## src/rtl/uart_pkg.sv

```systemverilog
// Shared UART definitions: arbiter FSM encoding, a clog2 helper and the
// default baud constants used by uart_tx.
package uart_pkg;

  localparam logic [2:0] IDLE    = 3'd0;
  localparam logic [2:0] ACCEPT  = 3'd1;
  localparam logic [2:0] START   = 3'd2;
  localparam logic [2:0] WAIT_HI = 3'd3;
  localparam logic [2:0] WAIT_LO = 3'd4;

  localparam int unsigned UART_CLK_HZ       = 50_000_000;
  localparam int unsigned UART_BAUD         = 115_200;
  localparam int unsigned UART_CLKS_PER_BIT = UART_CLK_HZ / UART_BAUD;

  function automatic int clog2(input int value);
    int r;
    r = 0;
    for (int v = value - 1; v > 0; v = v >> 1) r++;
    return r;
  endfunction

endpackage

```

## src/rtl/uart_tx_arbiter_rr_pick.sv

```systemverilog
// Combinational round-robin picker: first valid index at or after ptr_i,
// searching upward modulo N.
module rr_pick
  import uart_pkg::*;
#(
  parameter int N   = 4,
  parameter int IDW = clog2(N)
) (
  input  logic [N-1:0]   valid_i,
  input  logic [IDW-1:0] ptr_i,
  output logic [IDW-1:0] winner_o,
  output logic           any_o
);

  localparam int SW = IDW + 1;

  logic [SW-1:0]  sum;
  logic [IDW-1:0] idx;

  // Walk from the farthest candidate back toward ptr so the nearest valid wins.
  always_comb begin
    winner_o = '0;
    sum      = '0;
    idx      = '0;
    for (int k = N - 1; k >= 0; k--) begin
      sum = {1'b0, ptr_i} + SW'(k);
      if (sum >= SW'(N)) sum = sum - SW'(N);
      idx = sum[IDW-1:0];
      if (valid_i[idx]) winner_o = idx;
    end
  end

  assign any_o = |valid_i;

endmodule

```

## src/rtl/uart_tx_arbiter.sv

```systemverilog
// Shares one uart_tx among N byte streams; the grant is held for a whole
// message (until a byte flagged last) so lines from different sources never mix.
module uart_tx_arbiter
  import uart_pkg::*;
#(
  parameter int N            = 4,
  parameter int IDW          = clog2(N),
  parameter int LOCK_TIMEOUT = 65535,
  parameter int TOW          = 16
) (
  input  logic           clk,
  input  logic           reset,
  input  logic [N-1:0]   req_valid,
  input  logic [8*N-1:0] req_data,
  input  logic [N-1:0]   req_last,
  output logic [N-1:0]   req_ready,
  output logic [IDW-1:0] grant_id,
  output logic           grant_active,
  output logic           lock_timeout,
  output logic           tx_start,
  output logic [7:0]     tx_data,
  input  logic           tx_busy
);

  logic [2:0]     state_q, state_d;
  logic [IDW-1:0] grantId_q, grantId_d;
  logic           grantActive_q, grantActive_d;
  logic           lockTimeout_q, lockTimeout_d;
  logic [7:0]     txData_q, txData_d;
  logic           last_q, last_d;
  logic [IDW-1:0] rrPtr_q, rrPtr_d;
  logic [TOW-1:0] toCnt_q, toCnt_d;

  logic [IDW-1:0] pickWinner;
  logic           pickAny;
  logic [IDW-1:0] ptrNext;
  logic [TOW-1:0] cntInc;
  logic           timeoutHit;
  logic [7:0]     reqByte [N];

  rr_pick #(.N(N), .IDW(IDW)) u_pick (
    .valid_i  (req_valid),
    .ptr_i    (rrPtr_q),
    .winner_o (pickWinner),
    .any_o    (pickAny)
  );

  always_comb begin
    for (int i = 0; i < N; i++) reqByte[i] = req_data[8*i +: 8];
  end

  // Modulo-N increment works for non-power-of-two N; the counter saturates.
  assign ptrNext    = (grantId_q == IDW'(N - 1)) ? '0 : grantId_q + 1'b1;
  assign cntInc     = (&toCnt_q) ? toCnt_q : toCnt_q + 1'b1;
  assign timeoutHit = (LOCK_TIMEOUT != 0) && (cntInc == TOW'(LOCK_TIMEOUT));

  always_comb begin
    state_d       = state_q;
    grantId_d     = grantId_q;
    grantActive_d = grantActive_q;
    lockTimeout_d = 1'b0;
    txData_d      = txData_q;
    last_d        = last_q;
    rrPtr_d       = rrPtr_q;
    toCnt_d       = toCnt_q;
    case (state_q)
      // Busy may still be high after reset because uart_tx itself is never reset.
      IDLE: begin
        if (!tx_busy && pickAny) begin
          grantId_d     = pickWinner;
          grantActive_d = 1'b1;
          toCnt_d       = '0;
          state_d       = ACCEPT;
        end
      end
      ACCEPT: begin
        if (req_valid[grantId_q]) begin
          txData_d = reqByte[grantId_q];
          last_d   = req_last[grantId_q];
          toCnt_d  = '0;
          state_d  = START;
        end else begin
          toCnt_d = cntInc;
          if (timeoutHit) begin
            lockTimeout_d = 1'b1;
            grantActive_d = 1'b0;
            rrPtr_d       = ptrNext;
            toCnt_d       = '0;
            state_d       = IDLE;
          end
        end
      end
      START:   state_d = WAIT_HI;
      WAIT_HI: if (tx_busy) state_d = WAIT_LO;
      WAIT_LO: begin
        if (!tx_busy) begin
          if (last_q) begin
            grantActive_d = 1'b0;
            rrPtr_d       = ptrNext;
            state_d       = IDLE;
          end else begin
            state_d = ACCEPT;
          end
        end
      end
      default: state_d = IDLE;
    endcase
  end

  always_ff @(posedge clk) begin
    if (reset) begin
      state_q       <= IDLE;
      grantId_q     <= '0;
      grantActive_q <= 1'b0;
      lockTimeout_q <= 1'b0;
      txData_q      <= '0;
      last_q        <= 1'b0;
      rrPtr_q       <= '0;
      toCnt_q       <= '0;
    end else begin
      state_q       <= state_d;
      grantId_q     <= grantId_d;
      grantActive_q <= grantActive_d;
      lockTimeout_q <= lockTimeout_d;
      txData_q      <= txData_d;
      last_q        <= last_d;
      rrPtr_q       <= rrPtr_d;
      toCnt_q       <= toCnt_d;
    end
  end

  always_comb begin
    req_ready = '0;
    if (state_q == ACCEPT) req_ready[grantId_q] = 1'b1;
  end

  assign tx_start     = (state_q == START);
  assign tx_data      = txData_q;
  assign grant_id     = grantId_q;
  assign grant_active = grantActive_q;
  assign lock_timeout = lockTimeout_q;

endmodule
```

## config.mk

```make
export PLATFORM = sky130hd
export DESIGN_NAME = uart_tx_arbiter
export DESIGN_NICKNAME = d
export VERILOG_FILES = /design/src/rtl/uart_pkg.sv /design/src/rtl/uart_tx_arbiter_rr_pick.sv /design/src/rtl/uart_tx_arbiter.sv
export SDC_FILE = /design/constraint.sdc
export NUM_CORES = 1
export LEC_CHECK = 0
export CAP_MARGIN = 20
export CORE_ASPECT_RATIO = 1.2
export CORE_MARGIN = 1
export CORE_UTILIZATION = 40
export DETAILED_ROUTE_END_ITERATION = 12
export PLACE_DENSITY = 0.75
export SYNTH_ARGS = -nofsm -noshare
export SYNTH_HDL_FRONTEND = slang
export SYNTH_SLANG_ARGS = --single-unit
```

## constraint.sdc

```tcl
create_clock -name clk -period 2.8 [get_ports clk]
set_input_delay 0.42 -clock clk [delete_from_list [all_inputs] [get_ports clk]]
set_output_delay 0.42 -clock clk [all_outputs]
set_load 0.02 [all_outputs]
```

==> results.ini, run 1 <==
[run_status]
status=complete, no violations

[clocking]
hold_buffers=0
cts_buffers=5
cts_tree=built
clk_path_buf_depth=2
cts_sinks=34
h-tree-depth=2
clkSlewWorstSetupHoldPaths_ps=70
cts.root.buffer_cell=clkbuf_8
clk_latency_ps=290

[die]
fp.dieH_um=87.0
die_x_um=72.8
row_count=30
coreArea_um2=5740
ios=60
start_util_pct=41.9
die_area_um2=6330

[power]
fin_total_pwr_mw=1.18
power.internal_uw=851
p_leak_nw=1.17
power_switching_uw=332
netSwitchingFraction_pct=28.0
p_clk_share_pct=32.4
p_comb_share_pct=23.6
ir_worst_vdd_mv=0.172
sequentialPowerShare_pct=44.0
powerDensity_nw_per_um2=355

[yosys]
ys_seq_elements=34
yosys-mux-area-fraction_pct=11.0
synth_nets=341
synth-seq-area-share_pct=28.3
yosys.area_share.simple_pct=29.2
netlist_area_um2=2410
synth_compound_area_share_pct=23.1
avgSynthCellArea_um2=8.21
yosys.area_share.xor_xnor_pct=0
synth_top_family_by_area=simple AND/OR/NAND/NOR gates
netlist_instances=293
synth_edf_count=0
synth-async-reset-ratio_pct=0
synth_ff_type=dfxtp_1
synth.distinct_cells=55
yosys_warnings=0
synth-adder-area-share_pct=2.60

[detailed_routing]
routed_via_density=5.67
firstDrtPassIters=4
ant_nets=0
vias=2561
routedWlPerCell_um=14.6
drt_iter0_drc=209
drc=0
finalWirelength_mm=6.61

[grt]
antenna_found_initial=0
gr-total-overflow=0
grt_pass1_wl_mm=10.8
grt_max_degree=21
grt_usage_pct=21.7
grt_pass1_vias=2386

[final_layout]
syn2layout_area_growth_pct=38.6
postLayoutCellArea_um2=3330
drive_above_1_share_pct=17.2
n_antenna_cell=0
fillers=516
final_net_count=419

[sta]
finalHoldViolCount=0
setup_violations=0
period_share_pct=94.0
worst_pin_slew_ps=426
min_period_ps=2630
finClkSkew_ps=8.20
maxSlewViolCount=0
fmax_ghz=0.380
slew_headroom_pct=70.8
setup_slack_ps=167

[critical_path]
cp.required_ps=3020
path_class=flop to flop
crit_path_start_kind=flop
path_buf_inv=1
arrival_ps=2850
path_max_fanout=7
timing.critical_path.max_delay_family=compound AO/OA/AOI/OAI gates
timing.critical_path.mode_cell=a21oi_1
cpMaxStageDelayCell=or4_1
end_kind=flop
cp_slowest_stage_delay_ps=590
path_cells=ha_2, nand3_2, or4_1, a32oi_2, a2111oi_4, buf_4, a31oi_2, a21oi_1, a21oi_1

[placement]
hpwlAfterDp_mm=4.96
dpl_worst_slack_ps=81.2
place_area_um2=3170
gp_congestion=0.907
numPortBuffers=59

[min_path]
hold_path.class=flop to flop

[flow_run]
maxCapViolations=0

[synth_stat cells (all sizes together) (5+ instances only)]
cell | number | area, um^2
nand2 | 44 | 165
nand2b | 5 | 31.3
buf | 11 | 76.3
clkbuf | 7 | 26.3
dfxtp | 34 | 681
o21ai | 18 | 93.8
inv | 10 | 37.5
nor2 | 18 | 67.6
or3 | 6 | 37.5
or4 | 5 | 37.5
nand4 | 11 | 96.3
ha | 5 | 62.6
mux4 | 10 | 225
nor3 | 10 | 50.1
a211oi | 5 | 37.5
nand3 | 11 | 60.1
and3 | 9 | 56.3
a21oi | 29 | 145
[timing repair]
action | 4_1_cts | 5_1_grt
setup buffers | 0 | 5
gates resized for setup | 0 | 3
setup endpoints to repair | 0 | 11
[power groups by stage]
stage / logic (mW) / registers, mW / clock network (mW)
5_1_grt: 0.305 / 0.524 / 0.410
3_3_place_gp: 0.274 / 0.531 / 0
4_1_cts: 0.279 / 0.520 / 0.393
6_report: 0.279 / 0.521 / 0.383
3_5_place_dp: 0.278 / 0.531 / 0
2_1_floorplan: 0.135 / 0.538 / 0
[kinds of logic (layout without fill, tap and decap cells)]
| logic type | Yosys count | count (layout) |
|---|---|---|
| fa+ha+maj | 5 | 5 |
| buf+inv | 28 | 106 |
| flops | 34 | 34 |
| simple gates | 131 | 131 |
| compound gates | 81 | 82 |
| mux | 14 | 14 |
[through the flow]
stage	hold WS (ps)	setup TNS (ps)	std cells	utilization, %
final	464	0	452	58.1
after global routing	491	-1.22	452	58.1
after CTS	468	0	446	56.9
after detailed placement	456	0	438	55.3
after global placement	442	0	438	55.3
after floorplan	443	0	293	-
[routing by layer]
layer / track usage (%) / vias up / routed length (um)
met5: 0 / - / 0
met4: 7.49 / 0 / 158
met3: 5.56 / 17 / 543
met2: 37.6 / 119 / 3300
met1: 25.7 / 1176 / 2610
li1: - / 1249 / -
[state kept, by name, summed over array words and instances, names as in the netlist]
register,flops
state_q,3
lock_timeout,1
toCnt_q,16
grant_id,2
rrPtr_q,2
last_q,1
grant_active,1
tx_data,8
[worst reg2reg max path: stages, from the launching register on]
cell and delay [ps]:
dfxtp_1 340, ha_2 260, nand3_2 180, or4_1 590
a32oi_2 310, a2111oi_4 100, buf_4 180, a31oi_2 370
a21oi_1 120, a21oi_1 130
[layout by cell type (no fill, tap or decap), types with 5 or more instances in the layout]
cell type | Yosys | routed
clkdlybuf4s50_1 | 0 | 59
nor2_1 | 18 | 18
buf_4 | 2 | 29
o21ai_0 | 17 | 17
mux4_2 | 10 | 10
nor3_1 | 10 | 10
dfxtp_1 | 34 | 34
nand4_1 | 8 | 8
or3_1 | 6 | 6
or4_1 | 5 | 5
a21oi_1 | 29 | 29
nand3_1 | 10 | 10
clkbuf_8 | 0 | 6
a211oi_1 | 5 | 5
inv_1 | 10 | 10
nand2_1 | 44 | 44
and3_1 | 9 | 9
nand2b_1 | 5 | 5
[area by class of cell]
cell class	count	area [um^2]	share of cell area [%]
sequential	34	681	20.4
clock inverter	1	5.00	0.150
timing repair buffer	88	808	24.2
clock buffer	7	86.3	2.59
multi-input combinational	232	1620	48.5
inverter	10	37.5	1.13
tap	80	100	3.00
[worst paths after layout]
path                      startpoint                       to  slack (ps)  depth (start not counted)
min          tx_data[2]$_SDFFE_PP0P_  tx_data[2]$_SDFFE_PP0P_         460                          2
min reg2reg  tx_data[2]$_SDFFE_PP0P_  tx_data[2]$_SDFFE_PP0P_         460                          2
max          toCnt_q[0]$_SDFFE_PP0P_  toCnt_q[3]$_SDFFE_PP0P_         170                          9
max reg2reg  toCnt_q[0]$_SDFFE_PP0P_  toCnt_q[3]$_SDFFE_PP0P_         170                          9
Note: power is estimated with default switching activity, not from simulation.
==> run 2, diff against run 1 <==
--- a/config.mk
+++ b/config.mk
@@ -13,4 +13,5 @@
 export PLACE_DENSITY = 0.75
 export SYNTH_ARGS = -nofsm -noshare
 export SYNTH_HDL_FRONTEND = slang
+export SYNTH_HIERARCHICAL = 1
 export SYNTH_SLANG_ARGS = --single-unit
==> run 2 against run 1 <==
Clock skew is 2.0 ps lower; global-route usage hardly changed; flip-flop and latch count stayed put; register-to-register slack worse by 40 ps.
==> results.ini, run 2 <==
[run_status]
status=complete, no violations  ; unchanged

[power]
ir_worst_vdd_mv=0.272  ; was 0.172 mV
sequentialPowerShare_pct=41.7  ; was 44.0%
powerDensity_nw_per_um2=365  ; was 355 nW/um^2
netSwitchingFraction_pct=26.9  ; was 28.0%
power_switching_uw=333  ; was 332 uW
p_comb_share_pct=20.6  ; was 23.6%
power.internal_uw=907  ; was 851 uW
p_leak_nw=1.20  ; was 1.17 nW
p_clk_share_pct=37.7  ; was 32.4%

[yosys]
synth_area_leaders=dfxtp_1, mux4_2, nand2_1  ; unchanged
netlist_area_um2=2500  ; was 2410 um^2
synth-seq-area-share_pct=27.2  ; was 28.3%
synth_ff_type=dfxtp_1  ; unchanged
synth_area_leader_cell=dfxtp_1  ; unchanged
ys_seq_elements=34  ; unchanged
ys_top_cells_by_count=nand2_1, dfxtp_1, nor2_1, a31oi_1  ; was nand2_1, dfxtp_1, a21oi_1, nor2_1, o21ai_0
netlist_instances=307  ; was 293
avgSynthCellArea_um2=8.15  ; was 8.21 um^2
synth_nets=355  ; was 341
synth_top_area_share_pct=27.2  ; was 28.3%
synth_edf_count=0  ; unchanged
synth-async-reset-ratio_pct=0  ; unchanged
yosys_warnings=6  ; was 0
synth.distinct_cells=59  ; was 55
post-synth-top-count-cell=nand2_1  ; unchanged

[clocking]
cts_setup_buffers=0  ; unchanged
cts_sinks=34  ; unchanged
clk_latency_ps=300  ; was 290 ps
cts_buffers=5  ; unchanged
h-tree-depth=2  ; unchanged
clk_path_buf_depth=2  ; unchanged
cts.root.buffer_cell=clkbuf_8  ; unchanged
ctsResizeCount=0  ; unchanged
hold_buffers=0  ; unchanged
cts_tree=built  ; unchanged
clkSlewWorstSetupHoldPaths_ps=70  ; about the same

[sta]
setup_violations=0  ; unchanged
min_period_ps=2670  ; was 2630 ps
fmax_ghz=0.374  ; was 0.380 GHz
finalHoldViolCount=0  ; unchanged
finClkSkew_ps=6.22  ; was 8.20 ps
slew_headroom_pct=60.3  ; was 70.8%
setup_slack_ps=128  ; was 167 ps
period_share_pct=95.4  ; was 94.0%
maxSlewViolCount=0  ; unchanged
worst_pin_slew_ps=594  ; was 426 ps

[placement]
hpwlAfterDp_mm=5.07  ; was 4.96 mm
dpl_worst_slack_ps=88.5  ; was 81.2 ps
gp_congestion=0.944  ; was 0.907
numPortBuffers=59  ; unchanged
dp.cells=447  ; was 438

[final_layout]
drive_above_1_share_pct=15.8  ; was 17.2%
n_antenna_cell=0  ; unchanged
max_flop_register=toCnt_q  ; unchanged
final_cells=455  ; was 452
most-common-layout-cells=clkdlybuf4s50_1, nand2_1, dfxtp_1  ; unchanged
largest_reg_flops=16  ; unchanged
final_net_count=420  ; was 419
final_common_cell=clkdlybuf4s50_1  ; unchanged
syn2layout_area_growth_pct=35.8  ; was 38.6%

[detailed_routing]
firstDrtPassIters=5  ; was 4
routedWlPerCell_um=14.8  ; was 14.6 um
vias=2636  ; was 2561
finalWirelength_mm=6.75  ; was 6.61 mm
drt_iter0_drc=216  ; was 209
routed_via_density=5.79  ; was 5.67
drc=0  ; unchanged
ant_nets=0  ; unchanged

[critical_path]
cpMaxStageDelayCell=or4_4  ; was or4_1
path_class=flop to flop  ; unchanged
path_cells=and4_1, o2111ai_1, or3_1, o31a_1, or4_4, buf_4, a32oi_1, a21oi_1  ; was ha_2, nand3_2, or4_1, a32oi_2, a2111oi_4, buf_4, a31oi_2, a21oi_1, a21oi_1
crit_path_start_kind=flop  ; unchanged
end_kind=flop  ; unchanged
cp_slowest_stage_delay_ps=570  ; was 590 ps
cp.required_ps=2960  ; was 3020 ps
path_max_fanout=14  ; was 7
arrival_ps=2830  ; was 2850 ps

[grt]
grt_pass1_vias=2385  ; was 2386
gr-total-overflow=0  ; unchanged
grt_max_degree=21  ; unchanged
grt_pass1_wl_mm=11.0  ; was 10.8 mm
grt_usage_pct=21.7  ; about the same
antenna_found_initial=0  ; unchanged

[min_path]
hold_path.class=flop to flop  ; unchanged

[die]
ios=60  ; unchanged
coreArea_um2=6050  ; was 5740 um^2
die_area_um2=6580  ; was 6330 um^2
fp.dieH_um=88.6  ; was 87.0 um
die_x_um=74.2  ; was 72.8 um
row_count=31  ; was 30
start_util_pct=41.4  ; was 41.9%

[flow_run]
maxCapViolations=0  ; unchanged

==> run 2: final timing paths <==
check / depth (start not counted) / to / startpoint / slack, ps
max: 8 / toCnt_q[14]$_SDFFE_PP0P_ / toCnt_q[6]$_SDFFE_PP0P_ / 130
min: 2 / tx_data[5]$_SDFFE_PP0P_ / tx_data[5]$_SDFFE_PP0P_ / 460
max reg2reg: 8 / toCnt_q[14]$_SDFFE_PP0P_ / toCnt_q[6]$_SDFFE_PP0P_ / 130
min reg2reg: 2 / tx_data[5]$_SDFFE_PP0P_ / tx_data[5]$_SDFFE_PP0P_ / 460
==> run 2: power groups by stage <==
stage / Sequential, mW / Clock, mW / Combinational (mW)
global route: 0.520 / 0.496 / 0.279
finish: 0.517 / 0.467 / 0.256
global placement: 0.527 / 0 / 0.253
detailed placement: 0.527 / 0 / 0.255
floorplan: 0.534 / 0 / 0.125
CTS: 0.516 / 0.475 / 0.255
==> run 2: critical path, delay by kind of cell (launching register included) <==
family                 cells  cell delay (ps)
DFF                        1              480
buffers and inverters      1              210
AOI/OAI and AO/OA          4              590
and+or+nand+nor            3             1250
==> run 2: per-stage QoR <==
step | cell area (um^2) | hold WS (ps) | setup TNS, ps | power [mW] | utilization [%]
6_report | 3400 | 456 | 0 | 1.24 | 56.1
5_1_grt | 3400 | 473 | -15.4 | 1.29 | 56.1
4_1_cts | 3360 | 456 | 0 | 1.25 | 55.6
3_5_place_dp | 3250 | 446 | 0 | 0.782 | 53.8
3_3_place_gp | 3250 | 442 | 0 | 0.780 | 53.8
2_1_floorplan | 2510 | 432 | 0 | 0.660 | -
==> run 2: cell families (layout without fill, tap and decap cells) <==
logic type | count (synthesis) | count (layout) | share of synthesized area (%)
flip-flops | 34 | 34 | 27.2
buffers and inverters | 37 | 103 | 7.30
XOR/XNOR | 3 | 3 | 1.05
adder cells (fa/ha/maj) | 5 | 5 | 2.50
AND/OR/NAND/NOR | 136 | 136 | 29.1
multiplexers | 17 | 17 | 12.1
AO/OA/AOI/OAI | 75 | 75 | 20.9
==> run 2: per-layer routing <==
layer	part of all wire, %	global-route usage, %	up-vias
li1	-	-	1279
met1	41	24.9	1228
met2	50	37.2	113
met3	7.1	6.04	16
met4	1.6	9.44	0
met5	0	0	-
==> run 2: final cells by class <==
type | instances | area, um^2
clock buffers | 6 | 72.6
flip-flops and latches | 34 | 683
inverters | 10 | 37.5
clock inverters | 2 | 37.5
fillers | 573 | 2650
well taps | 82 | 103
multi-input cells | 236 | 1680
repair buffers | 85 | 786
